**config.mk**
```make
export PLATFORM = sky130hd
export DESIGN_NAME = sf_camera_power_seq
export DESIGN_NICKNAME = d
export VERILOG_FILES = /design/src/rtl/sf_camera_pkg.sv /design/src/rtl/sf_camera_sync.sv /design/src/rtl/sf_camera_power_seq.sv
export SDC_FILE = /design/constraint.sdc
export NUM_CORES = 1
export LEC_CHECK = 0
export BUFFER_PORTS_ARGS = -buffer_cell sky130_fd_sc_hd__buf_2
export CAP_MARGIN = 20
export CORE_MARGIN = 2
export CORE_UTILIZATION = 40
export CTS_CLUSTER_DIAMETER = 40
export CTS_CLUSTER_SIZE = 20
export DETAILED_ROUTE_END_ITERATION = 8
export PLACE_DENSITY = 0.68
export SYNTH_ARGS = -nofsm -noshare
export SYNTH_HDL_FRONTEND = slang
export SYNTH_HIERARCHICAL = 1
export SYNTH_SLANG_ARGS = --single-unit
```
**constraint.sdc**
```tcl
create_clock -name clk -period 4.9 [get_ports clk]
set_clock_uncertainty 0.1 [all_clocks]
set_input_delay 0 -clock clk [delete_from_list [all_inputs] [get_ports clk]]
set_output_delay 0 -clock clk [all_outputs]
set_load 0.01 [all_outputs]
```
**src/rtl/sf_camera_pkg.sv**
```systemverilog
// sf_camera_pkg: state encodings and widths shared by the sf_camera power sequencer
package sf_camera_pkg;
  localparam int SEQ_STATE_W = 3;
  localparam int LOSS_CNT_W = 8;
  localparam logic [SEQ_STATE_W-1:0] ST_IDLE        = 3'd0;
  localparam logic [SEQ_STATE_W-1:0] ST_DCM_RESET   = 3'd1;
  localparam logic [SEQ_STATE_W-1:0] ST_WAIT_LOCK   = 3'd2;
  localparam logic [SEQ_STATE_W-1:0] ST_LOCK_STABLE = 3'd3;
  localparam logic [SEQ_STATE_W-1:0] ST_CAM_RESET   = 3'd4;
  localparam logic [SEQ_STATE_W-1:0] ST_CAM_STARTUP = 3'd5;
  localparam logic [SEQ_STATE_W-1:0] ST_READY       = 3'd6;
  localparam logic [SEQ_STATE_W-1:0] ST_FAULT       = 3'd7;
endpackage

```
**src/rtl/sf_camera_sync.sv**
```systemverilog
// sf_camera_sync: generic 2-flop synchronizer, async reset to 0
module sf_camera_sync #(
  parameter int W = 1
) (
  input  logic         clk,
  input  logic         rst,
  input  logic [W-1:0] d,
  output logic [W-1:0] q
);
  logic [W-1:0] m;
  always_ff @(posedge clk or posedge rst)
    if (rst) {q, m} <= '0;
    else {q, m} <= {m, d};
endmodule

```
**src/rtl/sf_camera_power_seq.sv**
```systemverilog
// sf_camera_power_seq: clock-generator and sensor power-up/recovery sequencer
module sf_camera_power_seq
  import sf_camera_pkg::*;
#(
  parameter int CNT_WIDTH           = 20,
  parameter int DCM_RST_CYCLES      = 8,
  parameter int LOCK_TIMEOUT_CYCLES = 65535,
  parameter int LOCK_STABLE_CYCLES  = 1024,
  parameter int CAM_RST_CYCLES      = 50000,
  parameter int STARTUP_CYCLES      = 100000
) (
  input  logic                   clk,
  input  logic                   rst,
  input  logic                   enable,
  input  logic                   clear_fault,
  input  logic                   locked,
  output logic                   dcm_rst,
  output logic                   cam_pwdn,
  output logic                   cam_rst_n,
  output logic                   ready,
  output logic                   fault,
  output logic [SEQ_STATE_W-1:0] state,
  output logic [LOSS_CNT_W-1:0]  lock_loss_count
);
  logic lk_s, done, loss;
  logic [SEQ_STATE_W-1:0] nxt;
  logic [CNT_WIDTH-1:0] cnt, load;
  logic dcm_rst_d, cam_pwdn_d, cam_rst_n_d;
  sf_camera_sync #(.W(1)) u_lock_sync (.clk(clk), .rst(rst), .d(locked), .q(lk_s));
  assign done = cnt == '0;
  assign loss = enable && !lk_s &&
                (state == ST_CAM_RESET || state == ST_CAM_STARTUP || state == ST_READY);
  always_comb begin
    nxt = state;
    if (state == ST_FAULT) nxt = clear_fault ? ST_IDLE : ST_FAULT;
    else if (!enable) nxt = ST_IDLE;
    else if (loss) nxt = ST_DCM_RESET;
    else
      case (state)
        ST_IDLE:        nxt = ST_DCM_RESET;
        ST_DCM_RESET:   nxt = done ? ST_WAIT_LOCK : state;
        ST_WAIT_LOCK:   nxt = lk_s ? ST_LOCK_STABLE : done ? ST_FAULT : state;
        ST_LOCK_STABLE: nxt = !lk_s ? ST_WAIT_LOCK : done ? ST_CAM_RESET : state;
        ST_CAM_RESET:   nxt = done ? ST_CAM_STARTUP : state;
        ST_CAM_STARTUP: nxt = done ? ST_READY : state;
        default:        nxt = state;
      endcase
  end
  // outputs are decoded from the next state so the registered copy lines up with state
  always_comb begin
    load = nxt == ST_DCM_RESET   ? CNT_WIDTH'(DCM_RST_CYCLES - 1) :
           nxt == ST_WAIT_LOCK   ? CNT_WIDTH'(LOCK_TIMEOUT_CYCLES - 1) :
           nxt == ST_LOCK_STABLE ? CNT_WIDTH'(LOCK_STABLE_CYCLES - 1) :
           nxt == ST_CAM_RESET   ? CNT_WIDTH'(CAM_RST_CYCLES - 1) :
           nxt == ST_CAM_STARTUP ? CNT_WIDTH'(STARTUP_CYCLES - 1) : '0;
    dcm_rst_d   = nxt == ST_IDLE || nxt == ST_DCM_RESET || nxt == ST_FAULT;
    cam_pwdn_d  = nxt == ST_IDLE || nxt == ST_DCM_RESET || nxt == ST_WAIT_LOCK ||
                  nxt == ST_LOCK_STABLE || nxt == ST_FAULT;
    cam_rst_n_d = nxt == ST_CAM_STARTUP || nxt == ST_READY;
  end
  always_ff @(posedge clk or posedge rst)
    if (rst) begin
      state           <= ST_IDLE;
      cnt             <= '0;
      dcm_rst         <= 1'b1;
      cam_pwdn        <= 1'b1;
      cam_rst_n       <= 1'b0;
      ready           <= 1'b0;
      fault           <= 1'b0;
      lock_loss_count <= '0;
    end else begin
      state           <= nxt;
      cnt             <= nxt != state ? load : done ? cnt : cnt - CNT_WIDTH'(1);
      dcm_rst         <= dcm_rst_d;
      cam_pwdn        <= cam_pwdn_d;
      cam_rst_n       <= cam_rst_n_d;
      ready           <= nxt == ST_READY;
      fault           <= nxt == ST_FAULT;
      lock_loss_count <= lock_loss_count + LOSS_CNT_W'(loss && lock_loss_count != '1);
    end
endmodule
```
== After elaboration in Yosys (flattened, before gate mapping) ==
Index checks and enable logic that the tools add are counted.
Storage, ports and cells
  register bits: 38
  input bits: 5
  output and inout port bits: 16
  word-level logic and storage cells: 63
Operators by class
  add/subtract/negate cells: 2
  equality and inequality tests: 17
  multiplexer cells: 19
  reductions and logical operators: 15
Operator list (count)
  17-bit 2-to-1 mux: 5
  20-bit 2-to-1 mux: 2
  3-bit 2-to-1 mux: 11
  3-bit == test (second input constant): 8
  20-bit zero test: 1
  20-bit by 1-bit subtractor with 20-bit output (second input constant): 1
  3-bit case mux with 6 select lines: 1
  3-bit by 2-bit == test with 1-bit output (second input constant): 4
  8-bit by 1-bit adder with 8-bit output: 1
  1-bit logical OR: 8
  8-bit != test (second input constant): 1
  3-bit by 1-bit == test with 1-bit output (second input constant): 2
  3-bit zero test: 2
  1-bit logical AND: 3
  3-bit != test: 1
  2-bit by 1-bit != test with 1-bit output (second input constant): 1
  1-bit zero test: 1

== Depth between registers and ports, before layout ==
Gate-level depths: netlist of the first run.
  depth in word-level cells: 14
  gate-level depth with buffers: 11
  depth with buffers taken out: 10

== Hierarchy ==
The synthesis of the first run kept the hierarchy.
Modules (own cells, without submodules)
  sf_camera_power_seq: times used 1, cells an instance 235, area each 2270.9 um2, sequential area each 903.4 um2
  sf_camera_sync: times used 1, cells an instance 3, area each 53.8 um2, sequential area each 50.0 um2

== Worst setup path after synthesis of the first run ==
Ideal clock, no wire load.
  kind: reg2reg
  start point: register cnt[0]
  end point: register cnt[15]
  setup time: 137 ps
  data arrival time: 2305 ps
  required time: 4663 ps
  setup slack: 2359 ps
  stages on the path, launching flop included: 9
  path buffers: 0
  period minus slack after synthesis: 2541 ps
  path through: dfrtp_1 -> inv_1 -> ha_1 -> nor3b_1 -> nand4_2 -> o311a_1 -> a2111o_1 -> a2111oi_2 -> a311oi_1
Between the ends
  word-level cells in the longest chain between the ends: 14
  elaborated cells on any way between the ends: 27
  classes of those cells: add/sub (1); eq/ne (7); mux (18); reduce/logical (1)
RTL lines
  start, declared: RTL line sf_camera_power_seq.sv:27  | logic [CNT_WIDTH-1:0] cnt, load;
  start signal, assigned: RTL line sf_camera_power_seq.sv:73  | cnt <= nxt != state ? load : done ? cnt : cnt - CNT_WIDTH'(1);
  20-bit zero test: RTL line sf_camera_power_seq.sv:30  | assign done = cnt == '0;
  3-bit 2-to-1 mux, on equally long branches (2 in a row): RTL line sf_camera_power_seq.sv:43, sf_camera_power_seq.sv:42
  3-bit case mux with 6 select lines: RTL line sf_camera_power_seq.sv:39  | case (state)
  3-bit 2-to-1 mux: RTL line sf_camera_power_seq.sv:37  | else if (loss) nxt = ST_DCM_RESET;
  3-bit 2-to-1 mux: RTL line sf_camera_power_seq.sv:36  | else if (!enable) nxt = ST_IDLE;
  3-bit 2-to-1 mux: RTL line sf_camera_power_seq.sv:35  | if (state == ST_FAULT) nxt = clear_fault ? ST_IDLE : ST_FAULT;
  3-bit == test: RTL line sf_camera_power_seq.sv:55  | nxt == ST_CAM_STARTUP ? CNT_WIDTH'(STARTUP_CYCLES - 1) : '0;
  17-bit 2-to-1 mux: RTL line sf_camera_power_seq.sv:55
  17-bit 2-to-1 mux: RTL line sf_camera_power_seq.sv:54  | nxt == ST_CAM_RESET ? CNT_WIDTH'(CAM_RST_CYCLES - 1) :
  17-bit 2-to-1 mux: RTL line sf_camera_power_seq.sv:53  | nxt == ST_LOCK_STABLE ? CNT_WIDTH'(LOCK_STABLE_CYCLES - 1) :
  17-bit 2-to-1 mux: RTL line sf_camera_power_seq.sv:52  | nxt == ST_WAIT_LOCK ? CNT_WIDTH'(LOCK_TIMEOUT_CYCLES - 1) :
  17-bit 2-to-1 mux: RTL line sf_camera_power_seq.sv:51  | load = nxt == ST_DCM_RESET ? CNT_WIDTH'(DCM_RST_CYCLES - 1) :
  20-bit 2-to-1 mux: RTL line sf_camera_power_seq.sv:73
Several ways; a longest one is shown, not always the timed one. The select of a mux whose other input is x is not followed.
A chain may end at the register's enable or synchronous reset.

== Worst setup path after layout of the first run ==
  start point: register cnt[0]
  end point: register cnt[14]
Between the ends
  word-level cells in the longest chain between the ends: 13
  elaborated cells on any way between the ends: 25
  classes of those cells: add/sub (1); eq/ne (6); mux (17); reduce/logical (1)
RTL lines (RTL line)
  20-bit zero test: sf_camera_power_seq.sv:30
  3-bit 2-to-1 mux, on equally long branches (2 in a row): sf_camera_power_seq.sv:43, sf_camera_power_seq.sv:42
  3-bit case mux with 6 select lines: sf_camera_power_seq.sv:39
  3-bit 2-to-1 mux: sf_camera_power_seq.sv:37
  3-bit 2-to-1 mux: sf_camera_power_seq.sv:36
  3-bit 2-to-1 mux: sf_camera_power_seq.sv:35
  3-bit == test: sf_camera_power_seq.sv:54
  17-bit 2-to-1 mux: sf_camera_power_seq.sv:54
  17-bit 2-to-1 mux: sf_camera_power_seq.sv:53
  17-bit 2-to-1 mux: sf_camera_power_seq.sv:52
  17-bit 2-to-1 mux: sf_camera_power_seq.sv:51
  20-bit 2-to-1 mux: sf_camera_power_seq.sv:73
Several ways; a longest one is shown, not always the timed one. The select of a mux whose other input is x is not followed.

==> results of run 1 <==
## state kept, by name, summed over array words and instances (netlist names)
signal and cells:
cnt 20, u_lock_sync/m 1, lock_loss_count 8, ready 1
state 3, cam_rst_n 1, cam_pwdn 1, u_lock_sync/q 1
fault 1, dcm_rst 1
## per-stage QoR
step | area, um^2 | utilization [%] | power, mW
final | 2620 | 47.0 | 1.01
after global routing | 2620 | 47.0 | 1.06
after CTS | 2620 | 47.0 | 1.01
after detailed placement | 2460 | 44.2 | 0.679
after global placement | 2460 | 44.2 | 0.677
after floorplan | 2320 | - | 0.617
## cells by family after synthesis
group	after synthesis	synth area share, %
adder cells (fa/ha/maj)	3	1.61
AO/OA/AOI/OAI	62	21.2
XOR/XNOR	23	8.67
flip-flops	38	41.0
buffers and inverters	20	4.09
AND/OR/NAND/NOR	89	22.1
multiplexers	3	1.35
## metal layers
metal | vias to the layer above | part of all wire (%) | GRT usage, %
met3 | 17 | 4.8 | 3.82
met1 | 946 | 46 | 25.6
met5 | - | 0 | 0
met2 | 70 | 46 | 29.5
met4 | 0 | 2.5 | 6.95
li1 | 907 | - | -
## power by group through the flow
stage               registers, mW  logic (mW)  clock network [mW]
floorplan                   0.412       0.205                   0
global placement            0.425       0.252                   0
CTS                         0.422       0.256               0.329
global route                0.432       0.289               0.343
finish                      0.422       0.259               0.328
detailed placement          0.427       0.251                   0
## worst max-delay path: cells and delay by family, from the launching register on
kind / cells / cell delay [ns]
flip-flops: 1 / 0.38
AO/OA/AOI/OAI: 3 / 1.17
AND/OR/NAND/NOR: 4 / 1.16
adder cells (fa/ha/maj): 1 / 0.20
buffers and inverters: 1 / 0.09
## cells in the final DEF (no fill, tap or decap), types with 2 or more instances in the layout
cell           instances
buf_2                 20
nor3_1                 5
mux2i_1                2
and3_1                 3
inv_1                 10
dlygate4sd3_1          2
ha_1                   3
dfrtp_1               36
or3_1                  2
o21ai_0                9
nor4_4                 2
xnor2_1               12
nand2b_1               2
xor2_1                11
nand4_1                2
o31ai_1                4
o21ai_1                2
clkbuf_8               5
a31oi_1                4
o211ai_1               4
nor2_2                 2
a21oi_1               16
dfstp_2                2
nor4_1                 4
nand3b_1               2
nand2_1               18
bufinv_16              2
nor2_1                23
and2_1                 2
nand3_1                8
a211oi_1               2
## path summary, 6_finish.rpt
path | from | end | slack, ns
max reg2reg | cnt[0] | cnt[14] | 1.72
max in group asynchronous | rst | cam_pwdn | 4.09
min in group clk | clear_fault | cam_pwdn | 0.08
max | cnt[0] | cnt[14] | 1.72
min reg2reg | u_lock_sync/m | u_lock_sync/q | 0.26
min | rst | u_lock_sync/m | 0.005
## cell type report
class	instances	share of cell area [%]
sequential	38	36.4
multi-input combinational	180	48.7
tap	72	3.44
timing repair buffer	23	4.87
clock inverter	3	2.62
inverter	10	1.43
clock buffer	5	2.62
==> flow_summary.ini, run 1 <==
[status]
outcome = finished clean

[timing]
rsz0062_at_grt = no
setup_tns_ns = 0
final_hold_viol_count = 0
slew_viol_final = 0
worstMarginPinSlew_ns = 0.846
holdWs_ns = 0.00515
finalCritPeriodShare_pct = 64.9
setup-violations-final = 0
fin_crit_ns = 3.18
max_slew_margin_pct = 43.2
worst_slack_ns = 1.72
fmax_mhz = 314

[power_and_ir_drop]
peakVddDrop_v = 0.000213
clock_power_share_pct = 32.5
netSwitchingPower_mw = 0.340
p_int_mw = 0.669
power.density_mw_per_mm2 = 385
seq_power_share_pct = 41.9
p_leak_nw = 1.15
switching_share_pct = 33.7
p_comb_share_pct = 25.6

[synth]
ys_top_cells_by_count = 36 x dfrtp_1, 23 x nor2_1, 18 x nand2_1, 16 x a21oi_1, 12 x xnor2_1
yosysMostFrequentCell = dfrtp_1
avgSynthCellArea_um2 = 9.77
synthesis.area_mm2 = 0.00232
syn_nets = 246
synth-edff-count = 0
syn_inst = 238
synth_warnings = 6
async_reset_ff_share_pct = 100
yosysTopAreaCell = dfrtp_1
ys_ff_latch = 38
synth.distinct_cells = 67
synth_top_area_share_pct = 38.8
seq_area_frac_synth_pct = 41.0
yosys-top-cells-area = dfrtp_1 39%, xnor2_1 4.5%, xor2_1 4.1%
synthFlopType = dfrtp_1

[worst_hold_path]
hold_path.class = in -> async

[setup_path]
required_ns = 5.01
critPathLaunchType = flop
critical_path_class = reg -> reg
path_cells = inv_1, ha_1, nor3b_1, nand4_2, nor2_2, nor3_2, o32ai_4, o21ai_1, o22ai_1
crit_path_top_delay_cell = o32ai_4
crit_fanout = 19
critical_path_arrival_ns = 3.29
cpPeakStageDelay_ns = 0.70
rr_worst_depth = 9
cp-end-kind = flop

[global_routing]
overflow = 0
grt_pass1_wl_um = 9430
grt_usage_pct = 18.8
grt_pass1_vias = 1909
grt_max_degree = 37
antenna_found_initial = 0

[die]
die_area_mm2 = 0.00644
start_util_pct = 41.7
dieWidth_um = 80.2
die-height_um = 80.2
rows = 27
core_mm2 = 0.00557
ioPinCount = 21

[clock_network]
cts.sinks = 38
clkTransAtPathRegs_ns = 0.08
root_buffer = clkbuf_8
clkLatencyLatePin_ns = 0.30
cts_made_buffers = 5
ctsHtreeMaxLevel = 2
cts_tree = built
hold_buffers = 2
post_cts.repair.setup_buffers = 0
clockBufferDepth = 2
cts-resized-gates = 0

[layout]
drive_above_1_share_pct = 20.8
multiInputGateArea_mm2 = 0.00128
nFillCells = 531
regArea_um2 = 953
nets = 266
syn2layout_area_growth_pct = 12.8
layout.cells.non_filler = 331
n_antenna_cell = 0

[route]
remaining_drc_errors = 0
vias = 1940
firstDrtPassIters = 4
wl_per_cell_um = 16.9
antenna_left = 0
drtIter0Drc = 108
via_per_inst = 5.86
wl_um = 5590

[placement]
port_buffers = 20
dp_cells = 321
pre_cts_ws_ns = 1.82
post-dp-hpwl_um = 3840
place_congestion = 0.893

[job]
cap_violations = 0
Power figures use the tool's default switching activity.
==> run 2, diff against run 1 <==
==> constraint.sdc (replaced) <==
create_clock -name clk -period 3.1 [get_ports clk]
set_clock_uncertainty 0.1 [all_clocks]
set_input_delay 0 -clock clk [delete_from_list [all_inputs] [get_ports clk]]
set_output_delay 0 -clock clk [all_outputs]
set_load 0.01 [all_outputs]
==> flow_summary.ini, run 2 (same netlist as run 1, synthesis figures left out) <==
[setup_path]
cp-end-kind = flop
critPathLaunchType = flop
startpoint = cnt[0]
critical_path_class = reg -> reg
critical_path_arrival_ns = 2.89
required_ns = 3.16
r2r_start = cnt[0]
crit_fanout = 6

[placement]
post-dp-hpwl_um = 3750
pre_cts_ws_ns = 0.298
dp_cells = 328
place_congestion = 0.862
port_buffers = 20

[clock_network]
root_buffer = clkbuf_8
hold_buffers = 3
clockBufferDepth = 2
cts_tree = built
clkTransAtPathRegs_ns = 0.09
clkLatencyLatePin_ns = 0.30
ctsHtreeMaxLevel = 2
cts-resized-gates = 0
post_cts.repair.setup_buffers = 0
cts.sinks = 38
cts_made_buffers = 5

[layout]
nFillCells = 510
layout.cells.non_filler = 340
drive_above_1_share_pct = 23.1
largest_register_ffs = 20
mostFrequentLayoutCell = dfrtp_1
nets = 275
final_cell_mix = 36 x dfrtp_1, 23 x nor2_1, 20 x buf_2
syn2layout_area_growth_pct = 16.7
n_antenna_cell = 0
top_register = cnt
reg_top3 = cnt (20), lock_loss_count (8), state (3)

[global_routing]
grt_pass1_vias = 1813
grt_pass1_wl_um = 9050
grt_max_degree = 27
antenna_found_initial = 0
overflow = 0
grt_usage_pct = 18.2

[power_and_ir_drop]
p_leak_nw = 1.20
peakVddDrop_v = 0.000313
power.density_mw_per_mm2 = 585

[route]
antenna_left = 0
wl_per_cell_um = 15.3
wl_met3_um = 185
drtIter0Drc = 74
top_layer_used = met4
firstDrtPassIters = 4
remaining_drc_errors = 0
wl_met1_um = 2550
wl_um = 5220
wl_met2_um = 2410
via_per_inst = 5.61
vias = 1909

[job]
cap_violations = 0

[timing]
max_slew_margin_pct = 59.7
fin_crit_ns = 2.83
worst_slack_ns = 0.272
rsz0062_at_grt = no
final_hold_viol_count = 0
finalCritPeriodShare_pct = 91.2
worstMarginPinSlew_ns = 0.605
setup_tns_ns = 0
setup-violations-final = 0
slew_viol_final = 0
fmax_mhz = 354

[worst_hold_path]
hold_path_startpoint = clear_fault
hold_path.class = in -> reg

[die]
ioPinCount = 21
die_area_mm2 = 0.00644
start_util_pct = 41.7
dieWidth_um = 80.2
rows = 27
die-height_um = 80.2
core_mm2 = 0.00557

[status]
outcome = finished clean
run 2: changes by cell type in the layout (fill, tap and decap cells not counted):
cell	previous run	this run
buf_16	0	1
buf_4	1	8
dlygate4sd3_1	2	3
run 2: path summary, 6_finish.rpt:
check	slack [ns]	depth (start not counted)	endpoint
setup reg to reg	0.27	9	cnt[15]
min in group asynchronous	0.20	3	cnt[1]
setup / recovery	0.27	9	cnt[15]
max in group asynchronous	2.05	5	cnt[12]
hold reg to reg	0.26	0	u_lock_sync/q
hold / removal	0.07	4	cam_pwdn
run 2: routing by layer:
metal / vias up / GRT usage [%]
met3: 6 / 3.60
met1: 929 / 24.4
met2: 43 / 29.5
met4: 0 / 5.76
met5: - / 0
li1: 931 / -
run 2: critical path, cell delays in order (launching register included):
cell       delay (ns)
dfrtp_1          0.38
inv_1            0.09
ha_1             0.20
nor3b_1          0.32
nand4_2          0.23
o211ai_1         0.24
a21oi_1          0.15
a2111o_1         0.54
a2111oi_2        0.35
a311oi_1         0.08
run 2: metrics by stage:
stage | hold slack, ns | total power [mW] | utilization [%] | area (um^2)
finish | 0.0734 | 1.59 | 48.7 | 2710
global route | 0.108 | 1.69 | 48.7 | 2710
CTS | 0.0677 | 1.59 | 48.2 | 2690
detailed placement | -0.236 | 1.07 | 45.2 | 2520
global placement | -0.240 | 1.06 | 45.2 | 2520
floorplan | -0.359 | 0.975 | - | 2320
run 2: final cells by class:
cell class,instances,area (um^2),area share [%]
Clock buffer,5,68.8,2.54
Clock inverter,3,68.8,2.54
Inverter,10,37.5,1.38
Multi-Input combinational cell,180,1280,47.0
Sequential cell,38,953,35.1
Tap cell,72,90.1,3.32
Timing Repair Buffer,32,218,8.03
run 2: where the power goes:
part / total (mW) / switching (mW) / internal [mW]
combinational: 0.404 / 0.228 / 0.176
sequential: 0.668 / 0.0985 / 0.569
clock: 0.516 / 0.194 / 0.322
total: 1.59 / 0.520 / 1.07
==> run 3, diff against run 2 <==
--- a/config.mk
+++ b/config.mk
@@ -12,6 +12,7 @@
 export CTS_CLUSTER_DIAMETER = 40
 export CTS_CLUSTER_SIZE = 20
 export DETAILED_ROUTE_END_ITERATION = 8
+export HOLD_SLACK_MARGIN = 0.12
 export PLACE_DENSITY = 0.68
 export SYNTH_ARGS = -nofsm -noshare
 export SYNTH_HDL_FRONTEND = slang
==> flow_summary.ini, run 3 (same netlist as run 1, synthesis figures left out) <==
[status]
outcome = finished clean

[timing]
max_slew_margin_pct = 59.9
finalCritPeriodShare_pct = 92.0
setup_tns_ns = 0
fin_crit_ns = 2.85
setup-violations-final = 0
slew_viol_final = 0
worstMarginPinSlew_ns = 0.597
fmax_mhz = 351
final_hold_viol_count = 0
rsz0062_at_grt = no

[die]
die-height_um = 80.2
core_mm2 = 0.00557
dieWidth_um = 80.2
die_area_mm2 = 0.00644
ioPinCount = 21
rows = 27
start_util_pct = 41.7

[clock_network]
cts_made_buffers = 5
clkLatencyLatePin_ns = 0.29
post_cts.repair.setup_buffers = 0
cts-resized-gates = 0
clockBufferDepth = 2
hold_buffers = 4
ctsHtreeMaxLevel = 2
cts.sinks = 38
cts_tree = built
root_buffer = clkbuf_8
clkTransAtPathRegs_ns = 0.08

[power_and_ir_drop]
netSwitchingPower_mw = 0.509
seq_power_share_pct = 42.3
total_power_mw = 1.58
peakVddDrop_v = 0.000266
power.density_mw_per_mm2 = 579
clock_power_share_pct = 32.0
p_leak_nw = 1.21
switching_share_pct = 32.3
p_int_mw = 1.07
p_comb_share_pct = 25.7

[global_routing]
grt_max_degree = 27
grt_pass1_wl_um = 9070
overflow = 0
grt_pass1_vias = 1822
antenna_found_initial = 0
grt_usage_pct = 18.2

[setup_path]
critical_path_class = reg -> reg
r2r_start = cnt[0]
path_cells = inv_1, ha_1, nor3b_1, nand4_2, o211ai_1, a21oi_1, a2111o_1, a2111oi_2, a311oi_1
startpoint = cnt[0]
crit_path_top_delay_cell = a2111o_1
required_ns = 3.14
critPathLaunchType = flop
cp-end-kind = flop
critical_path_arrival_ns = 2.90
cpPeakStageDelay_ns = 0.54
crit_fanout = 6

[route]
firstDrtPassIters = 4
wl_per_cell_um = 15.2
drtIter0Drc = 86
wl_um = 5200
antenna_left = 0
via_per_inst = 5.62
remaining_drc_errors = 0
vias = 1918

[layout]
syn2layout_area_growth_pct = 17.1
final_cell_mix = 36 x dfrtp_1, 23 x nor2_1, 20 x buf_2
reg_top3 = cnt (20), lock_loss_count (8), state (3)
layout.cells.non_filler = 341
nFillCells = 508
drive_above_1_share_pct = 23.0
mostFrequentLayoutCell = dfrtp_1
nets = 276
n_antenna_cell = 0
largest_register_ffs = 20
design_area_mm2 = 0.00272
utilization_pct = 48.8
top_register = cnt

[worst_hold_path]
hold_path.class = in -> reg
hold_path_startpoint = enable

[job]
cap_violations = 0

[placement]
place_congestion = 0.862
port_buffers = 20
dp_cells = 328
placed_cell_area_mm2 = 0.00252
post-dp-hpwl_um = 3750
## run 3: cell count changes in the layout (fill, tap and decap cells not counted)
| cell | delta |
|---|---|
| dlygate4sd3_1 | +1 |
## run 3: area by class of cell
class | count | area, um^2 | area share [%]
multi-input combinational | 180 | 1280 | 46.9
sequential | 38 | 953 | 35.0
timing repair buffer | 33 | 228 | 8.36
tap | 72 | 90.1 | 3.31
clock buffer | 5 | 68.8 | 2.53
clock inverter | 3 | 68.8 | 2.53
inverter | 10 | 37.5 | 1.38
## run 3: path summary, 6_finish.rpt
check	endpoint	slack [ns]	cells past startpoint
setup / recovery	cnt[15]	0.25	9
hold / removal	cnt[2]	0.15	3
setup reg to reg	cnt[15]	0.25	9
hold reg to reg	u_lock_sync/q	0.26	0
max in group asynchronous	cnt[12]	2.04	5
min in group asynchronous	cnt[1]	0.22	3
## run 3: through the flow
stage | worst slack (ns) | hold slack (ns)
floorplan | 0.559 | -0.359
global placement | 0.338 | -0.240
detailed placement | 0.298 | -0.236
CTS | 0.276 | 0.123
global route | 0.0265 | 0.168
finish | 0.248 | 0.146
## run 3: routing by layer
layer | part of all wire (%) | up-vias | global-route usage [%] | routed length, um
met2 | 47 | 59 | 29.6 | 2430
met3 | 4.3 | 4 | 3.60 | 226
li1 | - | 934 | - | -
met5 | 0 | - | 0 | 0
met1 | 48 | 921 | 24.4 | 2500
met4 | 0.69 | 0 | 5.76 | 36
## run 3: power by group through the flow
| stage | sequential, mW | combinational, mW | clock (mW) |
|---|---|---|---|
| floorplan | 0.651 | 0.323 | 0 |
| global placement | 0.673 | 0.390 | 0 |
| detailed placement | 0.674 | 0.393 | 0 |
| CTS | 0.666 | 0.401 | 0.523 |
| global route | 0.679 | 0.459 | 0.542 |
| finish | 0.667 | 0.405 | 0.505 |
## run 3: critical path, delay by kind of cell (launching register included)
kind                     cells  cell delay (ns)
AO/OA/AOI/OAI                5             1.38
AND/OR/NAND/NOR              2             0.56
flip-flops                   1             0.38
adder cells (fa/ha/maj)      1             0.20
buffers and inverters        1             0.09
